### config.mk
export PLATFORM = sky130hd
export DESIGN_NAME = menu_config_ctrl
export DESIGN_NICKNAME = d
export VERILOG_FILES = /design/src/rtl/menu_pkg.sv /design/src/rtl/menu_edge_detect.sv /design/src/rtl/menu_config_ctrl.sv
export SDC_FILE = /design/constraint.sdc
export NUM_CORES = 1
export LEC_CHECK = 0
export CAP_MARGIN = 10
export CORE_MARGIN = 4
export CORE_UTILIZATION = 50
export CTS_CLUSTER_SIZE = 25
export DETAILED_ROUTE_END_ITERATION = 16
export PLACE_DENSITY = 0.75
export SYNTH_ARGS = -nofsm -noshare
export SYNTH_HDL_FRONTEND = slang
export SYNTH_HIERARCHICAL = 1
export SYNTH_SLANG_ARGS = --single-unit
### constraint.sdc
create_clock -name clock -period 5.7 [get_ports clock]
set_input_delay 0.57 -clock clock [delete_from_list [all_inputs] [get_ports clock]]
set_output_delay 0.57 -clock clock [all_outputs]
set_load 0.005 [all_outputs]
### src/rtl/menu_pkg.sv
// ============================================================================
// Module      : menu_pkg
// Description : Shared menu_sel codes and stage helpers for menu_config_ctrl.
// Revision    : 1.0 - initial release
// ============================================================================
`default_nettype none

package menu_pkg;

  typedef enum logic [2:0] {
    MENU_IDLE   = 3'd0,
    MENU_MODO   = 3'd1,
    MENU_BPM    = 3'd2,
    MENU_TOM    = 3'd3,
    MENU_MUSICA = 3'd4,
    MENU_DONE   = 3'd5
  } menu_sel_e;

  // Number of options offered by the stage selected by sel; 1 outside the menu.
  function automatic int unsigned stage_size(
    input logic [2:0]  sel,
    input int unsigned n_modo,
    input int unsigned n_bpm,
    input int unsigned n_tom,
    input int unsigned n_musica
  );
    case (sel)
      MENU_MODO:   stage_size = n_modo;
      MENU_BPM:    stage_size = n_bpm;
      MENU_TOM:    stage_size = n_tom;
      MENU_MUSICA: stage_size = n_musica;
      default:     stage_size = 1;
    endcase
  endfunction

  function automatic logic is_menu_stage(input logic [2:0] sel);
    is_menu_stage = (sel == MENU_MODO) || (sel == MENU_BPM) ||
                    (sel == MENU_TOM)  || (sel == MENU_MUSICA);
  endfunction

endpackage

`default_nettype wire

### src/rtl/menu_edge_detect.sv
// ============================================================================
// Module      : menu_edge_detect
// Description : 1-bit rising-edge detector with synchronous active-high reset.
// Revision    : 1.0 - initial release
// ============================================================================
`default_nettype none

module menu_edge_detect (
  input  logic clock,
  input  logic reset,
  input  logic i_level,
  output logic o_rise
);

  logic level_q;
  logic level_d;

  always_comb level_d = i_level;

  always_ff @(posedge clock) begin
    if (reset) level_q <= 1'b0;
    else       level_q <= level_d;
  end

  assign o_rise = i_level & ~level_q;

endmodule

`default_nettype wire

### src/rtl/menu_config_ctrl.sv
// ============================================================================
// Module      : menu_config_ctrl
// Description : Configuration menu sequencer (modo -> BPM -> tom -> musica).
//               Optional idle auto-commit enabled by defining MENU_TIMEOUT_EN.
// Revision    : 1.0 - initial release
// ============================================================================
`default_nettype none

module menu_config_ctrl
  import menu_pkg::*;
#(
  parameter int unsigned MODO       = 6,
  parameter int unsigned BPM        = 2,
  parameter int unsigned TOM        = 4,
  parameter int unsigned MUSICA     = 16,
  parameter int unsigned MODO_LIVRE = 5,
  parameter int unsigned TIMEOUT    = 250_000_000
) (
  input  logic                      clock,
  input  logic                      reset,
  input  logic                      inicia_menu,
  input  logic                      right_arrow_pressed,
  input  logic                      left_arrow_pressed,
  input  logic                      enter_pressed,
  output logic [2:0]                menu_sel,
  output logic [$clog2(MUSICA)-1:0] opcao,
  output logic                      registra_modo,
  output logic                      registra_bpm,
  output logic                      registra_tom,
  output logic                      registra_musicas,
  output logic                      mostra_menu,
  output logic                      menu_done
);

  localparam int unsigned   OW        = $clog2(MUSICA);
  localparam logic [OW-1:0] LIVRE_IDX = OW'(MODO_LIVRE);

  logic right_ev, left_ev, enter_ev;
  logic timeout_hit, take_enter, confirm, strobe_any;

  menu_sel_e     state_q, state_d;
  logic [OW-1:0] cursor_q, cursor_d;
  logic [OW-1:0] modo_conf_q, modo_conf_d;
  logic [OW-1:0] last_idx;
  logic          reg_modo_q, reg_modo_d;
  logic          reg_bpm_q, reg_bpm_d;
  logic          reg_tom_q, reg_tom_d;
  logic          reg_mus_q, reg_mus_d;
  logic          mostra_q, mostra_d;
  logic          done_q, done_d;

  menu_edge_detect u_edge_right (
    .clock   (clock),
    .reset   (reset),
    .i_level (right_arrow_pressed),
    .o_rise  (right_ev)
  );

  menu_edge_detect u_edge_left (
    .clock   (clock),
    .reset   (reset),
    .i_level (left_arrow_pressed),
    .o_rise  (left_ev)
  );

  menu_edge_detect u_edge_enter (
    .clock   (clock),
    .reset   (reset),
    .i_level (enter_pressed),
    .o_rise  (enter_ev)
  );

  assign strobe_any = reg_modo_q | reg_bpm_q | reg_tom_q | reg_mus_q;
  assign last_idx   = OW'(stage_size(state_q, MODO, BPM, TOM, MUSICA) - 1);
  // Keys are not acted on in the strobe cycle, while the cursor is being cleared.
  assign take_enter = !strobe_any && (enter_ev || timeout_hit);

`ifdef MENU_TIMEOUT_EN
  logic [27:0] idle_cnt_q, idle_cnt_d;

  always_comb begin
    idle_cnt_d = idle_cnt_q + 28'd1;
    if (!is_menu_stage(state_q) || strobe_any || right_ev || left_ev ||
        enter_ev || (state_d != state_q))
      idle_cnt_d = '0;
  end

  always_ff @(posedge clock) begin
    if (reset) idle_cnt_q <= '0;
    else       idle_cnt_q <= idle_cnt_d;
  end

  assign timeout_hit = is_menu_stage(state_q) && (idle_cnt_q == 28'(TIMEOUT - 1));
`else
  logic timeout_unused;
  assign timeout_unused = ^TIMEOUT;
  assign timeout_hit    = 1'b0;
`endif

  always_ff @(posedge clock) begin
    if (reset) begin
      state_q     <= MENU_IDLE;
      cursor_q    <= '0;
      modo_conf_q <= '0;
      reg_modo_q  <= 1'b0;
      reg_bpm_q   <= 1'b0;
      reg_tom_q   <= 1'b0;
      reg_mus_q   <= 1'b0;
      mostra_q    <= 1'b0;
      done_q      <= 1'b0;
    end else begin
      state_q     <= state_d;
      cursor_q    <= cursor_d;
      modo_conf_q <= modo_conf_d;
      reg_modo_q  <= reg_modo_d;
      reg_bpm_q   <= reg_bpm_d;
      reg_tom_q   <= reg_tom_d;
      reg_mus_q   <= reg_mus_d;
      mostra_q    <= mostra_d;
      done_q      <= done_d;
    end
  end

  always_comb begin
    state_d = state_q;
    confirm = 1'b0;
    case (state_q)
      MENU_IDLE, MENU_DONE: if (inicia_menu) state_d = MENU_MODO;
      MENU_MODO: if (take_enter) begin
        confirm = 1'b1;
        state_d = MENU_BPM;
      end
      MENU_BPM: if (take_enter) begin
        confirm = 1'b1;
        state_d = MENU_TOM;
      end
      MENU_TOM: if (take_enter) begin
        confirm = 1'b1;
        state_d = (modo_conf_q == LIVRE_IDX) ? MENU_DONE : MENU_MUSICA;
      end
      MENU_MUSICA: if (take_enter) begin
        confirm = 1'b1;
        state_d = MENU_DONE;
      end
      default: state_d = MENU_IDLE;
    endcase
  end

  always_comb begin
    cursor_d    = cursor_q;
    modo_conf_d = modo_conf_q;
    reg_modo_d  = 1'b0;
    reg_bpm_d   = 1'b0;
    reg_tom_d   = 1'b0;
    reg_mus_d   = 1'b0;
    mostra_d    = is_menu_stage(state_d);
    done_d      = (state_d == MENU_DONE) && (state_q != MENU_DONE);
    if (strobe_any) begin
      cursor_d = '0;
    end else if (confirm) begin
      case (state_q)
        MENU_MODO: begin
          reg_modo_d  = 1'b1;
          modo_conf_d = cursor_q;
        end
        MENU_BPM:    reg_bpm_d = 1'b1;
        MENU_TOM:    reg_tom_d = 1'b1;
        MENU_MUSICA: reg_mus_d = 1'b1;
        default:     ;
      endcase
    end else if (is_menu_stage(state_q) && (right_ev ^ left_ev)) begin
      if (right_ev) cursor_d = (cursor_q == last_idx) ? '0 : cursor_q + 1'b1;
      else          cursor_d = (cursor_q == '0) ? last_idx : cursor_q - 1'b1;
    end
  end

  assign menu_sel         = state_q;
  assign opcao            = cursor_q;
  assign registra_modo    = reg_modo_q;
  assign registra_bpm     = reg_bpm_q;
  assign registra_tom     = reg_tom_q;
  assign registra_musicas = reg_mus_q;
  assign mostra_menu      = mostra_q;
  assign menu_done        = done_q;

endmodule

`default_nettype wire

Word level (Yosys, flattened, before mapping)

Index checks and enable logic that the tools add are counted.

Input port bits: 6
Register bits: 20

Multiplexer cells: 17
Reductions and logical operators: 18
Add/sub/neg operators: 3
Eq/ne operators: 13
Bitwise operators: 12

Operator list:

| operator                                            | count |
|---|---|
| 2-to-1 mux 3 bit                                    | 5 |
| one-hot mux 3 bit (5 select lines)                  | 1 |
| equality test 3 x 2 -> 1 bit, second input constant | 4 |
| equality test 3 bit, second input constant          | 4 |
| 2-to-1 mux 4 bit                                    | 3 |
| one-hot mux 3 bit (4 select lines)                  | 1 |
| subtractor 4 x 1 -> 4 bit, second input constant    | 2 |
| 2-to-1 mux 1 bit                                    | 7 |
| equality test 3 x 1 -> 1 bit, second input constant | 2 |
| logical OR 1 bit                                    | 6 |
| inverter 1 bit                                      | 5 |
| adder 4 x 1 -> 4 bit, second input constant         | 1 |
| equality test 4 x 3 -> 1 bit, second input constant | 1 |
| equality test 4 bit                                 | 1 |
| zero test 4 bit                                     | 1 |
| OR reduction 2 bit                                  | 2 |
| OR reduction 4 bit                                  | 1 |
| bitwise AND 1 bit                                   | 3 |
| logical AND 1 bit                                   | 3 |
| zero test 3 bit                                     | 1 |
| inequality test 3 bit, second input constant        | 1 |
| bitwise OR 1 bit                                    | 3 |
| AND reduction 3 bit                                 | 1 |
| OR reduction 3 bit                                  | 1 |
| other kinds (3)                                     | 3 |

Logic depth before layout (Yosys ltp)

Depth after elaboration: 11
Gate-level depth with buffers: 8
Depth with buffers taken out: 7

By module

Netlist, hierarchy kept.

Modules (own cells, without submodules):

| module           | area each (sq um) | sequential area each (sq um) | instances | cells each |
|---|---|---|---|---|
| menu_config_ctrl | 1022.2            | 340.3                        | 1         | 121 |
| menu_edge_detect | 47.5              | 20.0                         | 3         | 3 |

Least setup slack after synthesis

OpenSTA, ideal clock, no wires.

Kind: register to register
Start: reg cursor_q[1], in the netlist opcao[1]
End: reg cursor_q[2], in the netlist opcao[2]
Setup slack: 3829 ps
Stages on the path, launching flop included: 9
Required time: 5626 ps
Library setup time: 74 ps
Data arrival time: 1796 ps
Path buffers: 1
Path through: dfxtp_1 -> clkbuf_1 -> inv_1 -> ha_1 -> or3b_2 -> nor3b_1 -> o21ai_1 -> a41o_1 -> a31oi_1

Longest elaborated chain between the ends: 3
Elaborated cells between the ends (all ways): 7

RTL lines:

| what                                              | RTL line                                         | RTL |
|---|---|---|
| from (decl)                                       | menu_config_ctrl.sv:42                           | `logic [OW-1:0] cursor_q, cursor_d;` |
| from (signal assigned)                            | menu_config_ctrl.sv:113                          | `cursor_q <= cursor_d;` |
| subtractor 4 x 1 -> 4 bit (tied with other cells) | menu_config_ctrl.sv:173                          | `else cursor_d = (cursor_q == '0) ? last_idx : cursor_q - 1'b1;` |
| 2-to-1 mux 4 bit, on equally long branches        | menu_config_ctrl.sv:173, menu_config_ctrl.sv:172 |  |
| 2-to-1 mux 4 bit *                                | menu_config_ctrl.sv:172                          | `if (right_ev) cursor_d = (cursor_q == last_idx) ? '0 : cursor_q + 1'b1;` |

Every way passes the cells marked *; elsewhere a longest branch is shown, timed or not.
A chain may end at the register's enable or synchronous reset.

Worst setup path in the final report

Start: reg state_q[2], in the netlist menu_sel[2]
End: out menu_sel[2]

RTL lines:

| what                   | RTL line                | RTL |
|---|---|---|
| from (decl)            | menu_config_ctrl.sv:41  | `menu_sel_e state_q, state_d;` |
| from (signal assigned) | menu_config_ctrl.sv:112 | `state_q <= state_d;` |
| to (decl)              | menu_config_ctrl.sv:25  | `output logic [2:0] menu_sel,` |

No word-level cell between the ends.

==> reports/results.ini <==
[timing]
timing.hold.ws_ns = 0.500
tns_ns = 0
slew_headroom_pct = 54.0
finalCritPeriodShare_pct = 38.7
worst_pin_slew_ns = 0.688
hold_viol_final = 0
skew_ns = 0.00734
rsz0062_at_grt = false
slew_violations = 0
period_minus_slack_ns = 2.21
setup_viol = 0
max_freq_ghz = 0.453

[clocking]
cts_resized = 0
postCtsSetupRepairBufs = 0
clk_path_buf_depth = 2
cts_sinks = 20
path_clk_slew_ns = 0.11
cts_tree = yes
cts_htree_levels = 1
cts_hold_buf = 0
worst_skew_pair.late_latency_ns = 0.30
cts_root_buf = clkbuf_4
numCtsBuffers = 3

[cells_and_area]
drive_above_1_share_pct = 10.0
final_nets = 150
layout.area.seq_sq_um = 400
area_growth_pct = 16.0
n_antenna_cell = 0
multi_input_area_sq_um = 698
stdcell_count = 168
fillers = 214

[power]
vdd_drop_max_uv = 139
p_leak_nw = 0.514
power_density_mw_per_mm2 = 222
pwr-share-seq_pct = 53.6
power.internal_mw = 0.208
p_sw_mw = 0.0918
power_frac_clock_pct = 22.2
swShare_pct = 30.6
comb_power_share_pct = 24.2

[logic_synthesis]
syn_nets = 138
synth_cells = 130
syn-cell-area_sq_mm = 0.00116
synth_cell_type_count = 45
yosysWarnings = 6
seq_area_frac_synth_pct = 34.4
synth_async_sr_flop_share_pct = 0
synth-seq-cells = 20
synth-edff-count = 0
avgSynthCellArea_sq_um = 8.96
ys.flop_type = dfxtp_1

[detailed_routing]
num_vias = 952
vias_per_cell = 5.67
drc_errors = 0
ant_nets = 0
drtIter0Drc = 15
drt_pass1_iterations = 4
drt_wl_total_mm = 2.52
wire_per_inst_microns = 15.0

[global_routing]
met2_usage_pct = 31.4
grtUsageTotal_pct = 18.0
grt_overflow = 0
grt_use_met1_pct = 21.0
grt_max_degree = 21
grt_pass1_vias = 932
use_met3_pct = 3.91
grt_pass1_wl_mm = 4.45
antenna_found_initial = 0
busiest_layer = met2

[critical_path]
critPathKind = reg -> out
cpLargestDelayFamily = flip-flops
critPathMaxFanout = 20
end_kind = output pin
crit_required_ns = 5.13
crit_chain = clkdlybuf4s50_1
arrival_ns = 1.64
slowest_stage = dfxtp_1
worst_setup_path_start_kind = register
max_stage_delay_ns = 0.71
crit_buf_inv = 1

[floorplanning]
die_x_microns = 56.3
die_h_microns = 56.3
num_rows = 17
start_util_pct = 52.7
die-area_sq_mm = 0.00317
core_sq_mm = 0.00221
io_pins = 19

[job]
cap_violations = 0

[placement]
dp_cells = 165
port_buffers = 18
gp_congestion = 0.887
hpwl_mm = 1.87

[outcome]
status = completed

[hold_path]
hp-class = reg -> reg

==> stage by stage <==
stage	cell area [sq um]	power (mW)	util, %	worst slack [ns]
2_1_floorplan	1160	0.213	-	3.83
3_3_place_gp	1330	0.236	60.1	3.35
3_5_place_dp	1330	0.237	60.1	3.29
4_1_cts	1350	0.305	61.1	3.49
5_1_grt	1350	0.321	61.1	3.37
6_report	1350	0.300	61.1	3.49
==> power groups by stage <==
| stage | sequential [mW] | clock, mW | combinational [mW] |
|---|---|---|---|
| 4_1_cts | 0.161 | 0.0711 | 0.0728 |
| 6_report | 0.161 | 0.0665 | 0.0726 |
| 3_3_place_gp | 0.164 | 0 | 0.0722 |
| 3_5_place_dp | 0.164 | 0 | 0.0725 |
| 5_1_grt | 0.164 | 0.0766 | 0.0809 |
| 2_1_floorplan | 0.155 | 0 | 0.0581 |
==> cells in the mapped netlist (all sizes together) (2+ instances only) <==
library cell | instances | area (sq um)
dfxtp | 20 | 400
nor2 | 11 | 41.3
nand2 | 9 | 33.8
a21oi | 8 | 40.0
clkbuf | 8 | 30.0
nor2b | 6 | 82.6
mux2i | 5 | 50.1
nor3 | 5 | 25.0
o21ai | 5 | 25.0
inv | 4 | 15.0
nand3b | 4 | 30.0
buf | 3 | 21.3
nand3 | 3 | 20.0
or3 | 3 | 18.8
a311oi | 2 | 17.5
ha | 2 | 25.0
nand4b | 2 | 17.5
nor3b | 2 | 15.0
nor4 | 2 | 27.5
o211ai | 2 | 15.0
o21a | 2 | 15.0
xnor2 | 2 | 17.5
xor2 | 2 | 17.5
==> final timing paths <==
kind                  startpoint  slack, ns             end  cells past startpoint
hold / removal    modo_conf_q[2]       0.50  modo_conf_q[2]                      2
setup / recovery     menu_sel[2]       3.49     menu_sel[2]                      1
setup reg to reg        opcao[1]       3.69        opcao[2]                      7
hold reg to reg   modo_conf_q[2]       0.50  modo_conf_q[2]                      2
==> layer usage <==
metal / wire (microns) / share of wire [%]
met5: 0 / 0
met3: 90 / 3.6
met2: 1250 / 50
met4: 38 / 1.5
met1: 1140 / 45
==> logic make-up (layout without fill, tap and decap cells) <==
group / Yosys count / in the layout / synth area share, %
XOR/XNOR: 4 / 4 / 3.01
adder cells (fa/ha/maj): 2 / 2 / 2.15
buffers and inverters: 15 / 25 / 5.69
multiplexers: 5 / 5 / 4.30
AO/OA/AOI/OAI: 28 / 28 / 17.7
flip-flops: 20 / 20 / 34.4
AND/OR/NAND/NOR: 56 / 56 / 32.8
==> cell type report <==
| type | count | share of cell area (%) |
|---|---|---|
| Clock buffer | 3 | 1.67 |
| Multi-Input combinational cell | 95 | 51.7 |
| Inverter | 4 | 1.11 |
| Timing Repair Buffer | 18 | 13.3 |
| Sequential cell | 20 | 29.6 |
| Tap cell | 28 | 2.59 |
==> layout by cell type (no fill, tap or decap), drive strengths merged, types with 2 or more instances in the layout <==
cell type,netlist,routed
o211ai,2,2
nor2b,6,6
clkbuf,8,3
clkdlybuf4s50,0,18
xnor2,2,2
nand3b,4,4
nand4b,2,2
nor3b,2,2
inv,4,4
a311oi,2,2
a21oi,8,8
xor2,2,2
nand2,9,9
nor3,5,5
dfxtp,20,20
o21ai,5,5
or3,3,3
o21a,2,2
nor2,11,11
nand3,3,3
ha,2,2
nor4,2,2
mux2i,5,5
Note: power is estimated with default switching activity, not from simulation.
==> edit, RTL diff (config.mk and constraints unchanged) <==
Build with the macro `MENU_TIMEOUT_EN` defined.
--- a/src/rtl/menu_config_ctrl.sv
+++ b/src/rtl/menu_config_ctrl.sv
@@ -6,4 +6,6 @@
 // ============================================================================
 `default_nettype none
+
+`define MENU_TIMEOUT_EN
 
 module menu_config_ctrl
Check against the original RTL: same outputs for any inputs over 10 cycles, from zero or initial values and one cycle with reset high; that may be too few to reach the edited logic, so the function may still have changed.
==> edit against the unedited design <==
Register-to-register slack got worse by 370 ps. Synthesized area increased by 120%. Worst setup slack got worse by 270 ps. Wire length increased by 98%. First-iteration DRC count increased to 9.5 times the old value. Global-route usage decreased by 0.75 points. Critical path type is now in2reg. Final area increased by 110%. Clock skew increased by 1.6 ps. Utilization decreased by 1.7 points. Power increased by 130%. Via count increased by 120%. Fmax decreased by 11%. Critical path depth increased by 3. Sequential cell count increased by 28.
==> edit: results (changes against the unedited design) <==
[cts]
cts_buffers=5  ; +2
clk_pin_slew_ps=80  ; -30 ps
cts_root_buf=clkbuf_8
clock-sinks=48  ; +140%
ctsHtreeMaxLevel=2  ; +1

[sta]
skew_ps=8.89  ; +1.55 ps
maxSlewHeadroom=0.461  ; -0.0787

[setup_path]
arrival_ps=2700  ; +1060 ps
crit_type=in2reg
slowest_delay_ps=820  ; +110 ps
cp_max_fo=28  ; +40%
r2r-start=registra_bpm
critPathTopFamily=simple AND/OR/NAND/NOR gates

[outcome]
run_status=finished clean

[route]
route.met3.wl_um=211  ; +130%
post_drt_wl_per_cell_um=13.4  ; -11%
wl_met2_um=2340  ; +87%
drt-met1-wl_um=2380  ; +110%
drt_iter0_drc=142  ; +127
vias_per_cell=5.63  ; -0.66%

[synthesis]
synthMuxAreaShare=0.0155  ; -0.0275
synth_compound_area_frac=0.107  ; -0.0706
yosysSeqAreaShare=0.372  ; +0.0286
yosys.area_share.xor_xnor=0.0950  ; +0.0649
synth_fa_ha_area_frac=0.0145  ; -0.00694
yosys-top-cells-count=dfxtp_1, nor2_1, xor2_1
ys_types=58  ; +29%
synthTopCellsByArea=dfxtp_1, xor2_1, nor2_1
syn_nets=305  ; +120%

[global_routing]
grt_start_max_net_pins=29  ; +38%
grt_pass1_vias=1921  ; +110%
grt_usage=0.172  ; -0.00746
grtUsageMet1=0.228  ; +0.0186
grt_pass1_wl_um=8800  ; +98%
grt_use_met3=0.0429  ; +0.00381
met2_usage=0.273  ; -0.0409

[power_and_ir_drop]
irDropWorstVdd_v=0.000136  ; -2.2%
p_leak_nw=0.971  ; +89%
power_density_mw_per_mm2=235  ; +6.1%

[finish]
bufAreaShareNonClock=0.0626  ; -0.0708
nNonClkInverters=8  ; +4
multi_input_area_mm2=0.00152  ; +120%
drive_gt1_frac=0.0754  ; -0.0246
sh_seq_area=0.334  ; +0.0373
clk_share=0.0374  ; +0.0207
clock_buffers=6  ; +3
nMultiInputCombCells=223  ; +130%
num-fill-cells=446  ; +110%

[place]
hpwl_um=3450  ; +85%
dp_slack_ps=2910  ; -384 ps
place.gp.congestion=0.900  ; +1.5%
dpl_cell_area_mm2=0.00277  ; +110%

edit: cell types whose count changed in the layout (fill, tap and decap cells not counted), sizes merged, moves of 7 or more:
cell,change
xor2,+21
nand4,+11
nor2,+25
nand3,+16
dfxtp,+28
nand2,+7
nand2b,+10
edit: power by group through the flow:
stage	clock, mW	combinational [mW]	sequential [mW]
floorplan	0	0.0656	0.355
global placement	0	0.0821	0.363
detailed placement	0	0.0826	0.363
CTS	0.247	0.0830	0.355
global route	0.262	0.0925	0.357
finish	0.240	0.0832	0.355
edit: worst paths after layout:
kind,cells past startpoint,slack [ps],to
worst max register to register,5,3320,idle_cnt_q[19]
worst max-delay path,4,3220,idle_cnt_q[19]
worst min register to register,2,480,modo_conf_q[2]
worst min-delay path,2,480,modo_conf_q[2]
edit: metrics by stage:
stage                     std cells  total power, mW
after floorplan                 296            0.421
after global placement          364            0.445
after detailed placement        364            0.445
after CTS                       372            0.685
after global routing            372            0.711
final                           372            0.678
